### config.mk
export PLATFORM = sky130hd
export DESIGN_NAME = inst_fetch
export DESIGN_NICKNAME = d
export VERILOG_FILES = /design/src/rtl/inst_fetch.sv
export SDC_FILE = /design/constraint.sdc
export NUM_CORES = 1
export LEC_CHECK = 0
export BUFFER_PORTS_ARGS = -buffer_cell sky130_fd_sc_hd__buf_2
export CAP_MARGIN = 20
export CORE_UTILIZATION = 50
export CTS_CLUSTER_DIAMETER = 150
export DETAILED_ROUTE_END_ITERATION = 12
export HOLD_SLACK_MARGIN = 0.03
export PLACE_DENSITY = 0.85
export SYNTH_ARGS = -nofsm -noshare
export SYNTH_HDL_FRONTEND = slang
export SYNTH_SLANG_ARGS = --single-unit
export TNS_END_PERCENT = 100
### constraint.sdc
create_clock -name clk -period 3.26 [get_ports clk]
set_input_delay 0.163 -clock clk [delete_from_list [all_inputs] [get_ports clk]]
set_output_delay 0.163 -clock clk [all_outputs]
set_load 0.1 [all_outputs]
### src/rtl/inst_fetch.sv
// ---------------------------------------------------------------------------
// inst_fetch -- instruction fetch stage with a single outstanding request.
//
// Issues one instruction-memory request at a time, buffers a returned word
// while decode is stalled, tracks a pending branch redirect for the delay
// slot, drops responses belonging to flushed requests, and reports
// misaligned fetch addresses as an address error instead of fetching.
//
// Ports
//   clk        in   1   clock, all state updates on the rising edge
//   rst        in   1   synchronous active-high reset
//   stall      in   1   decode cannot accept an instruction this cycle
//   flush      in   1   exception/eret redirect request
//   flush_pc   in   32  redirect target, valid with flush
//   br_taken   in   1   decode resolved a taken branch/jump
//   br_target  in   32  branch target, valid with br_taken
//   ireq       out  1   instruction memory request
//   iaddr      out  32  request address
//   igrant     in   1   memory accepted the request this cycle
//   ivalid     in   1   read data valid, one pulse per granted request
//   irdata     in   32  read data
//   id_inst    out  32  instruction to decode
//   id_pc      out  32  PC of id_inst
//   id_valid   out  1   id_inst/id_pc hold a real instruction
//   id_adel    out  1   fetch address error (PC not word-aligned)
// ---------------------------------------------------------------------------
module inst_fetch #(
  parameter logic [31:0] RESET_PC = 32'hBFC00000
) (
  input  logic        clk,
  input  logic        rst,
  input  logic        stall,
  input  logic        flush,
  input  logic [31:0] flush_pc,
  input  logic        br_taken,
  input  logic [31:0] br_target,
  output logic        ireq,
  output logic [31:0] iaddr,
  input  logic        igrant,
  input  logic        ivalid,
  input  logic [31:0] irdata,
  output logic [31:0] id_inst,
  output logic [31:0] id_pc,
  output logic        id_valid,
  output logic        id_adel
);

  typedef enum logic [1:0] {
    S_REQ,
    S_WAIT,
    S_HOLD,
    S_DISCARD
  } state_t;

  state_t      r_state;
  state_t      w_stateNext;

  logic [31:0] r_pc;
  logic        r_brPend;
  logic [31:0] r_brPc;
  logic [31:0] r_holdData;
  logic [31:0] r_idInst;
  logic [31:0] r_idPc;
  logic        r_idValid;
  logic        r_idAdel;

  logic        w_misaligned;
  logic        w_ireq;
  logic [31:0] w_nextPc;
  logic        w_deliver;
  logic [31:0] w_deliverData;
  logic        w_adelDeliver;
  logic        w_capture;

  // Request and redirect-address decode. A branch resolving in the same
  // cycle as the delay-slot delivery must win over the registered copy.
  always_comb begin
    w_misaligned = (r_pc[1:0] != 2'b00);
    w_ireq       = (r_state == S_REQ) && !w_misaligned && !rst;
    if (br_taken) begin
      w_nextPc = br_target;
    end else if (r_brPend) begin
      w_nextPc = r_brPc;
    end else begin
      w_nextPc = r_pc + 32'd4;
    end
  end

  // Next-state logic plus the per-cycle delivery/capture strobes that the
  // datapath register block consumes.
  always_comb begin
    w_stateNext   = r_state;
    w_deliver     = 1'b0;
    w_deliverData = irdata;
    w_adelDeliver = 1'b0;
    w_capture     = 1'b0;
    case (r_state)
      S_REQ: begin
        if (flush) begin
          // A grant in the flush cycle still produces a response later.
          w_stateNext = (w_ireq && igrant) ? S_DISCARD : S_REQ;
        end else if (w_misaligned) begin
          w_adelDeliver = !stall;
        end else if (igrant) begin
          w_stateNext = S_WAIT;
        end
      end
      S_WAIT: begin
        if (flush) begin
          w_stateNext = ivalid ? S_REQ : S_DISCARD;
        end else if (ivalid) begin
          if (stall) begin
            w_capture   = 1'b1;
            w_stateNext = S_HOLD;
          end else begin
            w_deliver   = 1'b1;
            w_stateNext = S_REQ;
          end
        end
      end
      S_HOLD: begin
        if (flush) begin
          w_stateNext = S_REQ;
        end else if (!stall) begin
          w_deliver     = 1'b1;
          w_deliverData = r_holdData;
          w_stateNext   = S_REQ;
        end
      end
      S_DISCARD: begin
        // The stale response retires the outstanding request even if a
        // second flush lands in the same cycle; otherwise we never leave.
        if (ivalid) begin
          w_stateNext = S_REQ;
        end
      end
      default: w_stateNext = S_REQ;
    endcase
  end

  // State register.
  always_ff @(posedge clk) begin
    if (rst) begin
      r_state <= S_REQ;
    end else begin
      r_state <= w_stateNext;
    end
  end

  // PC, branch-pending, hold buffer and decode-facing registers. Flush
  // outranks stall; a stall freezes the id_* registers.
  always_ff @(posedge clk) begin
    if (rst) begin
      r_pc       <= RESET_PC;
      r_brPend   <= 1'b0;
      r_brPc     <= 32'd0;
      r_holdData <= 32'd0;
      r_idInst   <= 32'd0;
      r_idPc     <= 32'd0;
      r_idValid  <= 1'b0;
      r_idAdel   <= 1'b0;
    end else if (flush) begin
      r_pc      <= flush_pc;
      r_brPend  <= 1'b0;
      r_idValid <= 1'b0;
      r_idInst  <= 32'd0;
      r_idAdel  <= 1'b0;
    end else begin
      if (w_capture) begin
        r_holdData <= irdata;
      end
      if (w_deliver) begin
        r_idInst  <= w_deliverData;
        r_idPc    <= r_pc;
        r_idValid <= 1'b1;
        r_idAdel  <= 1'b0;
        r_pc      <= w_nextPc;
        r_brPend  <= 1'b0;
      end else begin
        if (w_adelDeliver) begin
          r_idInst  <= 32'd0;
          r_idPc    <= r_pc;
          r_idValid <= 1'b1;
          r_idAdel  <= 1'b1;
        end else if (!stall) begin
          r_idValid <= 1'b0;
        end
        if (br_taken) begin
          r_brPend <= 1'b1;
          r_brPc   <= br_target;
        end
      end
    end
  end

  assign ireq     = w_ireq;
  assign iaddr    = r_pc;
  assign id_inst  = r_idInst;
  assign id_pc    = r_idPc;
  assign id_valid = r_idValid;
  assign id_adel  = r_idAdel;

endmodule
==> qor.csv, run 1 <==
metric,value,unit
Filler cells,1165,
setup bufs post-CTS,0,
"commonest non-fill, non-tap cells in the layout","237 x nand2_1, 200 x buf_2, 165 x dfxtp_1",
H-tree Lvls,4,
RSZ-0062 raised after global routing,false,
WS Path Type,reg2reg,
CTS tree,done,
final worst path period share,74.1,%
Clock Power Share,36.4,%
VDD IR max,396,uV
library cells used by synthesis,70,
pre-CTS setup slack,982,ps
fmax,0.414,GHz
pin count of the biggest net entering global routing,72,
GRT overflow,0,
Clock Skew,9.84,ps
post-detail-place hpwl,16.6,mm
ys flop type,dfxtp_1,
CTS Buf Count,17,
dpl cells,1307,
leakage,4.15,nW
register bit total from synthesis,165,
area of the core,15200,sq um
total power,0.00549,W
Min-Delay Path Depth,3,
drt initial violations,1134,
Slew @ Worst Pin,1140,ps
slew margin rel.,23.7,%
first-pass GRT wire length,41.8,mm
post-synthesis cell area,7790,sq um
Final setup viols,0,
site row count,45,
worst-path fanout max,32,
Final Critical Period,2420,ps
Synth-to-Final Area Change,30.7,%
internal power,0.00356,W
final WL,26.5,mm
switching share of power,35.1,%
Mapped Cells,972,
cts hold-fix bufs,74,
via count,8658,
WP data arrival,2770,ps
DRC viols,0,
Synth top area share,42.4,%
Vias/cell,6.13,
width of the die,127,microns
Switch Pwr,0.00192,W
register area share after synthesis,42.4,%
later-pin clock latency in the skew report,430,ps
Startpoint Class,register,
Post-synth EDFFs,0,
Worst Path Required,3610,ps
HP Class,in2reg,
Placement Cell Area,8860,sq um
CTS Buffer Depth,2,
PwrDens,539,nW/um^2
Placer Congestion,0.920,
clock-pin slew on the worst setup and hold paths,70,ps
CP endpoint kind,register,
layout cell share with drive strength beyond 1,24.8,%
Post-Layout Cell Count,1413,
Comb power frac,23.1,%
outcome,completed,
CTS resizes,0,
Seq pwr share,40.4,%
die area,16100,sq um
number of diodes,0,
Final Hold Viols,0,
Max Cap Viol,0,
largest cells by area after synthesis,"dfxtp_1 42%, nand2_1 11%, a21oi_1 7.9%, mux2_2 4.0%, a22oi_1 3.5%",
final setup margin,843,ps
"most common cell after layout, fill and taps aside",nand2_1,
Die Y-Extent,127,microns
flop2flop setup slack,840,ps
Final ANT Viol Nets,0,
worst-case reg-to-reg path depth,7,
Synth Net Count,1080,
Port Buf Inserts,201,
clk root buf,clkbuf_16,
fin area,10200,sq um
"Async S/R FF share, synth",0,%
drt pass-1 iters,6,
Initial Utilization,51.2,%
cell taking the most area after synthesis,dfxtp_1,
routed len/inst,18.8,microns
"Slew Viols, Final",0,
Overall Global Routing Usage,33.2,%
Synth Warn #,0,
synthesized area per cell,8.01,sq um
nets,1320,
antenna violations before repair,0,
setup_tns,0,ps
vias in the first global route,8082,
io pins,202,
number of clock sinks,165,
[worst paths after layout]
kind                      start             to
setup / recovery     r_state[0]    id_inst[20]
hold / removal      flush_pc[9]       iaddr[9]
hold reg to reg   r_holdData[3]  r_holdData[3]
setup reg to reg     r_state[0]    id_inst[20]
[cells in the mapped netlist (3+ instances only)]
master / count
o32ai_1: 3
a21oi_1: 123
a221o_1: 7
buf_2: 3
or2_2: 5
o41ai_1: 4
or3_1: 4
nand2_1: 237
buf_6: 3
o221ai_1: 3
ha_1: 5
nor3_1: 3
o21ai_0: 21
nor4_1: 4
mux2_1: 4
a22oi_1: 36
o31a_1: 5
nor2b_1: 4
o211ai_1: 10
clkbuf_8: 4
nand2b_1: 4
mux2_2: 28
dfxtp_1: 165
a221oi_1: 13
a21o_1: 4
a211o_1: 3
nand3_1: 9
a31oi_1: 8
and3_1: 9
xor2_1: 9
inv_1: 18
a211oi_1: 8
nand4_1: 12
clkbuf_1: 59
o31ai_1: 5
buf_1: 8
mux2i_1: 9
o22ai_1: 5
nor2_1: 68
[flip-flops by register name (all words and copies together), names as in the netlist]
signal,count
r_state,2
r_brPend,1
id_valid,1
r_holdData,32
iaddr,32
r_brPc,32
id_adel,1
id_inst,32
id_pc,32
[layout make-up]
| class | count | area [sq um] | area share, % |
|---|---|---|---|
| multi-input combinational | 712 | 4070 | 40.0 |
| clock inverter | 15 | 158 | 1.55 |
| clock buffer | 17 | 425 | 4.18 |
| timing repair buffer | 298 | 1920 | 18.9 |
| tap | 188 | 235 | 2.31 |
| inverter | 18 | 67.6 | 0.664 |
| sequential | 165 | 3300 | 32.4 |
[critical path, stage by stage (launching register included)]
cell	delay, ps
dfxtp_1	360
inv_1	90
ha_1	300
nand2b_1	130
nor3_4	670
buf_4	480
a22oi_1	120
nor2_1	170
[power by group through the flow]
stage | registers (W) | clock network (W) | logic, W
CTS | 0.00221 | 0.00201 | 0.00124
floorplan | 0.00261 | 0 | 0.000517
global route | 0.00223 | 0.00211 | 0.00134
finish | 0.00222 | 0.00200 | 0.00127
global placement | 0.00225 | 0 | 0.00115
detailed placement | 0.00226 | 0 | 0.00116
[metal layers]
metal | track usage [%] | share of wire (%) | vias up | routed length [microns]
li1 | - | - | 3934 | -
met1 | 43.1 | 40 | 3941 | 10600
met2 | 50.4 | 44 | 642 | 11600
met3 | 7.38 | 11 | 141 | 2870
met4 | 20.2 | 5.8 | 0 | 1530
met5 | 0 | 0 | - | 0
[through the flow]
stage	hold slack (ps)	util (%)
6_report	52.5	67.0
5_1_grt	61.0	67.0
4_1_cts	33.6	67.0
3_5_place_dp	389	58.3
3_3_place_gp	392	58.3
2_1_floorplan	272	-
[logic make-up after synthesis]
family                     share of synthesized area [%]
DFF                                                 42.4
buffers and inverters                               5.43
AOI/OAI and AO/OA                                   23.1
and+or+nand+nor                                     21.4
adders and majority gates                          0.803
muxes                                               5.78
xor gates and xnor gates                            1.12
No activity file was read; power rests on OpenSTA's default activity.
==> inputs of run 2 (changes only) <==
==> constraint.sdc (replaced) <==
create_clock -name clk -period 2.37 [get_ports clk]
set_input_delay 0.1185 -clock clk [delete_from_list [all_inputs] [get_ports clk]]
set_output_delay 0.1185 -clock clk [all_outputs]
set_load 0.1 [all_outputs]
==> qor.csv, run 2 (same netlist as run 1, synthesis figures left out) <==
metric,value,unit,change
CP endpoint kind,register,,unchanged
crit-path cells,inv_1 -> ha_1 -> nor2b_1 -> nand2_2 -> a21o_2 -> buf_12 -> a22oi_1 -> nor2_1,,was inv_1 -> ha_1 -> nand2b_1 -> nor3_4 -> buf_4 -> a22oi_1 -> nor2_1
CTS Buf Count,17,,unchanged
Clock Skew,7.28,ps,was 9.84 ps
Post-Layout Cell Count,1439,,was 1413
pin count of the biggest net entering global routing,66,,was 72
area of the core,15200,sq um,unchanged
Final Hold Viols,0,,unchanged
Final ANT Viol Nets,0,,unchanged
RR Startpoint,r_state[0],,unchanged
worst-case reg-to-reg path depth,8,,was 7
nets,1344,,was 1320
site row count,45,,unchanged
Synth-to-Final Area Change,34.4,%,was 30.7%
Die Y-Extent,127,microns,unchanged
final worst path period share,96.4,%,was 74.1%
internal power,0.00494,W,was 0.00356 W
setup_tns,0,ps,unchanged
H-tree Lvls,4,,unchanged
WS Path Type,reg2reg,,unchanged
antenna violations before repair,1,,was 0
Startpoint Class,register,,unchanged
Max Cap Viol,0,,unchanged
register area,3320,sq um,was 3300 sq um
WP data arrival,2580,ps,was 2770 ps
Worst Path Required,2670,ps,was 3610 ps
later-pin clock latency in the skew report,430,ps,about the same
PwrDens,725,nW/um^2,was 539 nW/um^2
layout cell share with drive strength beyond 1,27.5,%,was 24.8%
Switch Pwr,0.00265,W,was 0.00192 W
Initial Utilization,51.2,%,unchanged
Placer Congestion,0.954,,was 0.920
Filler cells,1093,,was 1165
Hold Path Sink,iaddr[15],,was iaddr[9]
via count,8820,,was 8658
clock-pin slew on the worst setup and hold paths,70,ps,about the same
Seq pwr share,40.3,%,was 40.4%
Vias/cell,6.13,,about the same
VDD IR max,612,uV,was 396 uV
dpl cells,1321,,was 1307
vias in the first global route,8330,,was 8082
DRC viols,0,,unchanged
"most common cell after layout, fill and taps aside",nand2_1,,unchanged
Clock Power Share,35.6,%,was 36.4%
final WL,27.6,mm,was 26.5 mm
Slew @ Worst Pin,638,ps,was 1140 ps
"Slew Viols, Final",0,,unchanged
HP Class,in2reg,,unchanged
Min-Delay Path Depth,3,,unchanged
Comb power frac,24.0,%,was 23.1%
GRT overflow,0,,unchanged
die area,16100,sq um,unchanged
drt initial violations,887,,was 1134
Final Critical Period,2280,ps,was 2420 ps
Final setup viols,0,,unchanged
post-detail-place hpwl,17.6,mm,was 16.6 mm
hold path startpoint,flush_pc[15],,was flush_pc[9]
outcome,completed,,unchanged
Port Buf Inserts,201,,unchanged
slowest CP cell,dfxtp_1,,was nor3_4
first-pass GRT wire length,43.6,mm,was 41.8 mm
CP peak stage delay,360,ps,was 670 ps
Overall Global Routing Usage,34.6,%,was 33.2%
slew margin rel.,57.4,%,was 23.7%
leakage,4.29,nW,was 4.15 nW
RSZ-0062 raised after global routing,true,,was false
CTS tree,done,,unchanged
drt pass-1 iters,7,,was 6
reg-to-reg endpoint,id_inst[29],,was id_inst[20]
number of clock sinks,165,,unchanged
fmax,0.438,GHz,was 0.414 GHz
multi-input logic area,4090,sq um,was 4070 sq um
routed len/inst,19.2,microns,was 18.8 microns
"commonest non-fill, non-tap cells in the layout","236 x nand2_1, 200 x buf_2, 148 x dfxtp_1",,"was 237 x nand2_1, 200 x buf_2, 165 x dfxtp_1"
clk root buf,clkbuf_16,,unchanged
io pins,202,,unchanged
flop2flop setup slack,90,ps,was 840 ps
CTS Buffer Depth,2,,unchanged
worst-path fanout max,65,,was 32
width of the die,127,microns,unchanged
switching share of power,34.9,%,was 35.1%
==> run 2: cell count changes in the layout (fill, tap and decap cells not counted), moves of 2 or more <==
cell,previous run,this run
dfxtp_1,165,148
dfxtp_2,0,17
buf_4,24,37
dlygate4sd3_1,74,80
buf_12,0,5
a21oi_1,123,121
a21oi_2,1,3
clkinv_2,0,2
diode_2,0,2
nor2_1,68,66
nor2_2,0,2
==> run 2: metrics by stage <==
stage	hold WS (ps)	worst slack, ps	util, %	power, W	instance area [sq um]
2_1_floorplan	227	0.216	-	0.00431	7810
3_3_place_gp	334	155	59.4	0.00473	9030
3_5_place_dp	343	95.2	59.4	0.00475	9030
4_1_cts	33.5	32.7	68.4	0.00752	10400
5_1_grt	59.8	-19.4	68.8	0.00783	10500
6_report	41.2	86.2	68.8	0.00759	10500
==> run 2: worst max-delay path: cells and delay by family, from the launching register on <==
kind            cells  cell delay, ps
simple gates        3             630
compound gates      2             550
flops               1             360
buf+inv             2             310
fa+ha+maj           1             300
==> run 2: worst max path at each step <==
stage,depth (start not counted),from,to
after floorplan,7,iaddr[1],id_inst[13]
after global placement,7,r_state[0],id_inst[7]
after detailed placement,7,r_state[0],id_inst[28]
after CTS,7,r_state[0],id_inst[29]
after global routing,8,r_state[0],id_inst[26]
final,8,r_state[0],id_inst[29]
==> run 2: timing repair <==
action	4_1_cts	5_1_grt
setup buffers	0	4
setup endpoints to repair	0	39
resized for setup	0	5
hold buffers	80	0
endpoints found under the hold margin	80	0
==> run 2: final cells by class <==
class	count	area share, %
clock inverter	14	1.33
clock buffer	18	4.10
inverter	18	0.646
sequential	165	31.8
tap	188	2.25
antenna	2	0.0478
multi-input combinational	712	39.0
timing repair buffer	322	20.8
==> run 2: metal layers <==
metal	vias up	GRT usage, %	share of wire (%)
li1	3969	-	-
met1	4083	43.3	39
met2	624	52.9	45
met3	144	9.07	11
met4	0	22.3	5.4
met5	-	0	0
==> run 2: power groups by stage <==
stage | combinational [W] | clock (W) | sequential (W)
after floorplan | 0.000710 | 0 | 0.00360
after global placement | 0.00162 | 0 | 0.00311
after detailed placement | 0.00164 | 0 | 0.00311
after CTS | 0.00175 | 0.00271 | 0.00305
after global routing | 0.00192 | 0.00284 | 0.00307
final | 0.00182 | 0.00270 | 0.00306
==> inputs of run 3 (changes only) <==
--- a/config.mk
+++ b/config.mk
@@ -5,7 +5,7 @@
 export SDC_FILE = /design/constraint.sdc
 export NUM_CORES = 1
 export LEC_CHECK = 0
-export BUFFER_PORTS_ARGS = -buffer_cell sky130_fd_sc_hd__buf_2
+export BUFFER_PORTS_ARGS = -buffer_cell sky130_fd_sc_hd__buf_4
 export CAP_MARGIN = 20
 export CORE_UTILIZATION = 50
 export CTS_CLUSTER_DIAMETER = 150
==> constraint.sdc (replaced) <==
create_clock -name clk -period 2.37 [get_ports clk]
set_input_delay 0.1185 -clock clk [delete_from_list [all_inputs] [get_ports clk]]
set_output_delay 0.1185 -clock clk [all_outputs]
set_load 0.005 [all_outputs]
==> qor.csv, run 3 (same netlist as run 1, synthesis figures left out) <==
metric,value,unit,change
number of clock sinks,165,,unchanged
CTS Buf Count,17,,unchanged
fmax,0.440,GHz,was 0.438 GHz
Min-Delay Path Depth,4,,was 3
worst-path fanout max,65,,unchanged
drt pass-1 iters,8,,was 7
Placer Congestion,0.980,,was 0.954
Post-Layout Cell Count,1444,,was 1439
io pins,202,,unchanged
flop2flop setup slack,100,ps,was 90 ps
Hold Path Sink,iaddr[11],,was iaddr[15]
GRT overflow,0,,unchanged
Final ANT Viol Nets,0,,unchanged
RSZ-0062 raised after global routing,false,,was true
Die Y-Extent,127,microns,unchanged
area of the core,15200,sq um,unchanged
drt initial violations,1362,,was 887
via count,9048,,was 8820
hold path startpoint,flush_pc[11],,was flush_pc[15]
H-tree Lvls,4,,unchanged
vias in the first global route,8603,,was 8330
reg-to-reg endpoint,id_inst[21],,was id_inst[29]
Max Cap Viol,0,,unchanged
Port Buf Inserts,201,,unchanged
leakage,4.44,nW,was 4.29 nW
Final Critical Period,2270,ps,was 2280 ps
Initial Utilization,51.2,%,unchanged
final WL,29.0,mm,was 27.6 mm
Slew @ Worst Pin,626,ps,was 638 ps
layout cell share with drive strength beyond 1,26.3,%,was 27.5%
antenna violations before repair,0,,was 1
site row count,45,,unchanged
Synth-to-Final Area Change,42.1,%,was 34.4%
WP data arrival,2600,ps,was 2580 ps
Overall Global Routing Usage,35.8,%,was 34.6%
"commonest non-fill, non-tap cells in the layout","239 x buf_4, 237 x nand2_1, 165 x dfxtp_1",,"was 236 x nand2_1, 200 x buf_2, 148 x dfxtp_1"
RR Startpoint,r_state[1],,was r_state[0]
final worst path period share,95.8,%,was 96.4%
CTS tree,done,,unchanged
pin count of the biggest net entering global routing,66,,unchanged
number of diodes,0,,was 2
clock-pin slew on the worst setup and hold paths,70,ps,about the same
Vias/cell,6.27,,was 6.13
first-pass GRT wire length,45.1,mm,was 43.6 mm
multi-input logic area,4090,sq um,about the same
width of the die,127,microns,unchanged
WS Path Type,reg2reg,,unchanged
DRC viols,0,,unchanged
"most common cell after layout, fill and taps aside",buf_4,,was nand2_1
slew margin rel.,58.2,%,was 57.4%
CTS Buffer Depth,2,,unchanged
post-detail-place hpwl,17.4,mm,was 17.6 mm
clk root buf,clkbuf_16,,unchanged
Final setup viols,0,,unchanged
later-pin clock latency in the skew report,440,ps,was 430 ps
VDD IR max,575,uV,was 612 uV
routed len/inst,20.1,microns,was 19.2 microns
PwrDens,660,nW/um^2,was 725 nW/um^2
outcome,completed,,unchanged
Startpoint Class,register,,unchanged
register area,3300,sq um,was 3320 sq um
Filler cells,1010,,was 1093
setup_tns,0,ps,unchanged
dpl cells,1324,,was 1321
Clock Skew,8.83,ps,was 7.28 ps
worst-case reg-to-reg path depth,8,,unchanged
Worst Path Required,2700,ps,was 2670 ps
nets,1351,,was 1344
Final Hold Viols,0,,unchanged
HP Class,in2reg,,unchanged
"Slew Viols, Final",0,,unchanged
die area,16100,sq um,unchanged
CP endpoint kind,register,,unchanged
==> run 3: layer usage <==
layer	wire length, microns	up-vias	GRT usage [%]
li1	-	3989	-
met1	10600	4222	42.9
met2	13600	686	58.3
met3	3290	151	10.1
met4	1530	0	18.9
met5	0	-	0
==> run 3: worst max-delay path by stage <==
stage	cells after the start	endpoint	startpoint
2_1_floorplan	9	id_inst[13]	r_state[0]
4_1_cts	7	id_inst[0]	r_state[0]
3_3_place_gp	7	id_inst[6]	r_state[0]
6_report	8	id_inst[21]	r_state[1]
5_1_grt	9	r_brPc[6]	r_state[1]
3_5_place_dp	7	id_inst[14]	r_state[0]
==> run 3: power by group <==
group | switching, W | internal (W)
clock network | 0.00133 | 0.00152
registers | 0.000145 | 0.00290
logic | 0.000760 | 0.000657
==> run 3: final cells by class <==
| cell class | count | area share, % |
|---|---|---|
| sequential | 165 | 29.8 |
| multi-input combinational | 712 | 37.0 |
| inverter | 18 | 0.610 |
| tap | 188 | 2.13 |
| timing repair buffer | 329 | 25.0 |
| clock buffer | 17 | 3.84 |
| clock inverter | 15 | 1.66 |
==> run 3: stage by stage <==
step	power, W	cell area [sq um]	util (%)	worst slack, ps	hold slack, ps
2_1_floorplan	0.00375	7790	-	403	227
3_3_place_gp	0.00426	9530	62.7	146	337
3_5_place_dp	0.00430	9560	62.9	69.6	335
4_1_cts	0.00719	11000	72.4	25.0	35.0
5_1_grt	0.00753	11100	72.8	5.93	65.9
6_report	0.00731	11100	72.8	99.2	39.3
==> run 3: worst max-delay path, stage by stage, from the launching register on <==
cell and delay, ps:
dfxtp_1 350, inv_1 110, ha_1 270, inv_1 140
or3_1 420, a21o_2 250, buf_12 210, a22oi_1 330
nor2_1 70
==> run 3: repair_timing <==
item | 4_1_cts | 5_1_grt
hold buffers | 84 | 0
setup endpoints to repair | 0 | 62
hold endpoints to repair | 88 | 0
gates resized for setup | 0 | 5
setup buffers | 0 | 4
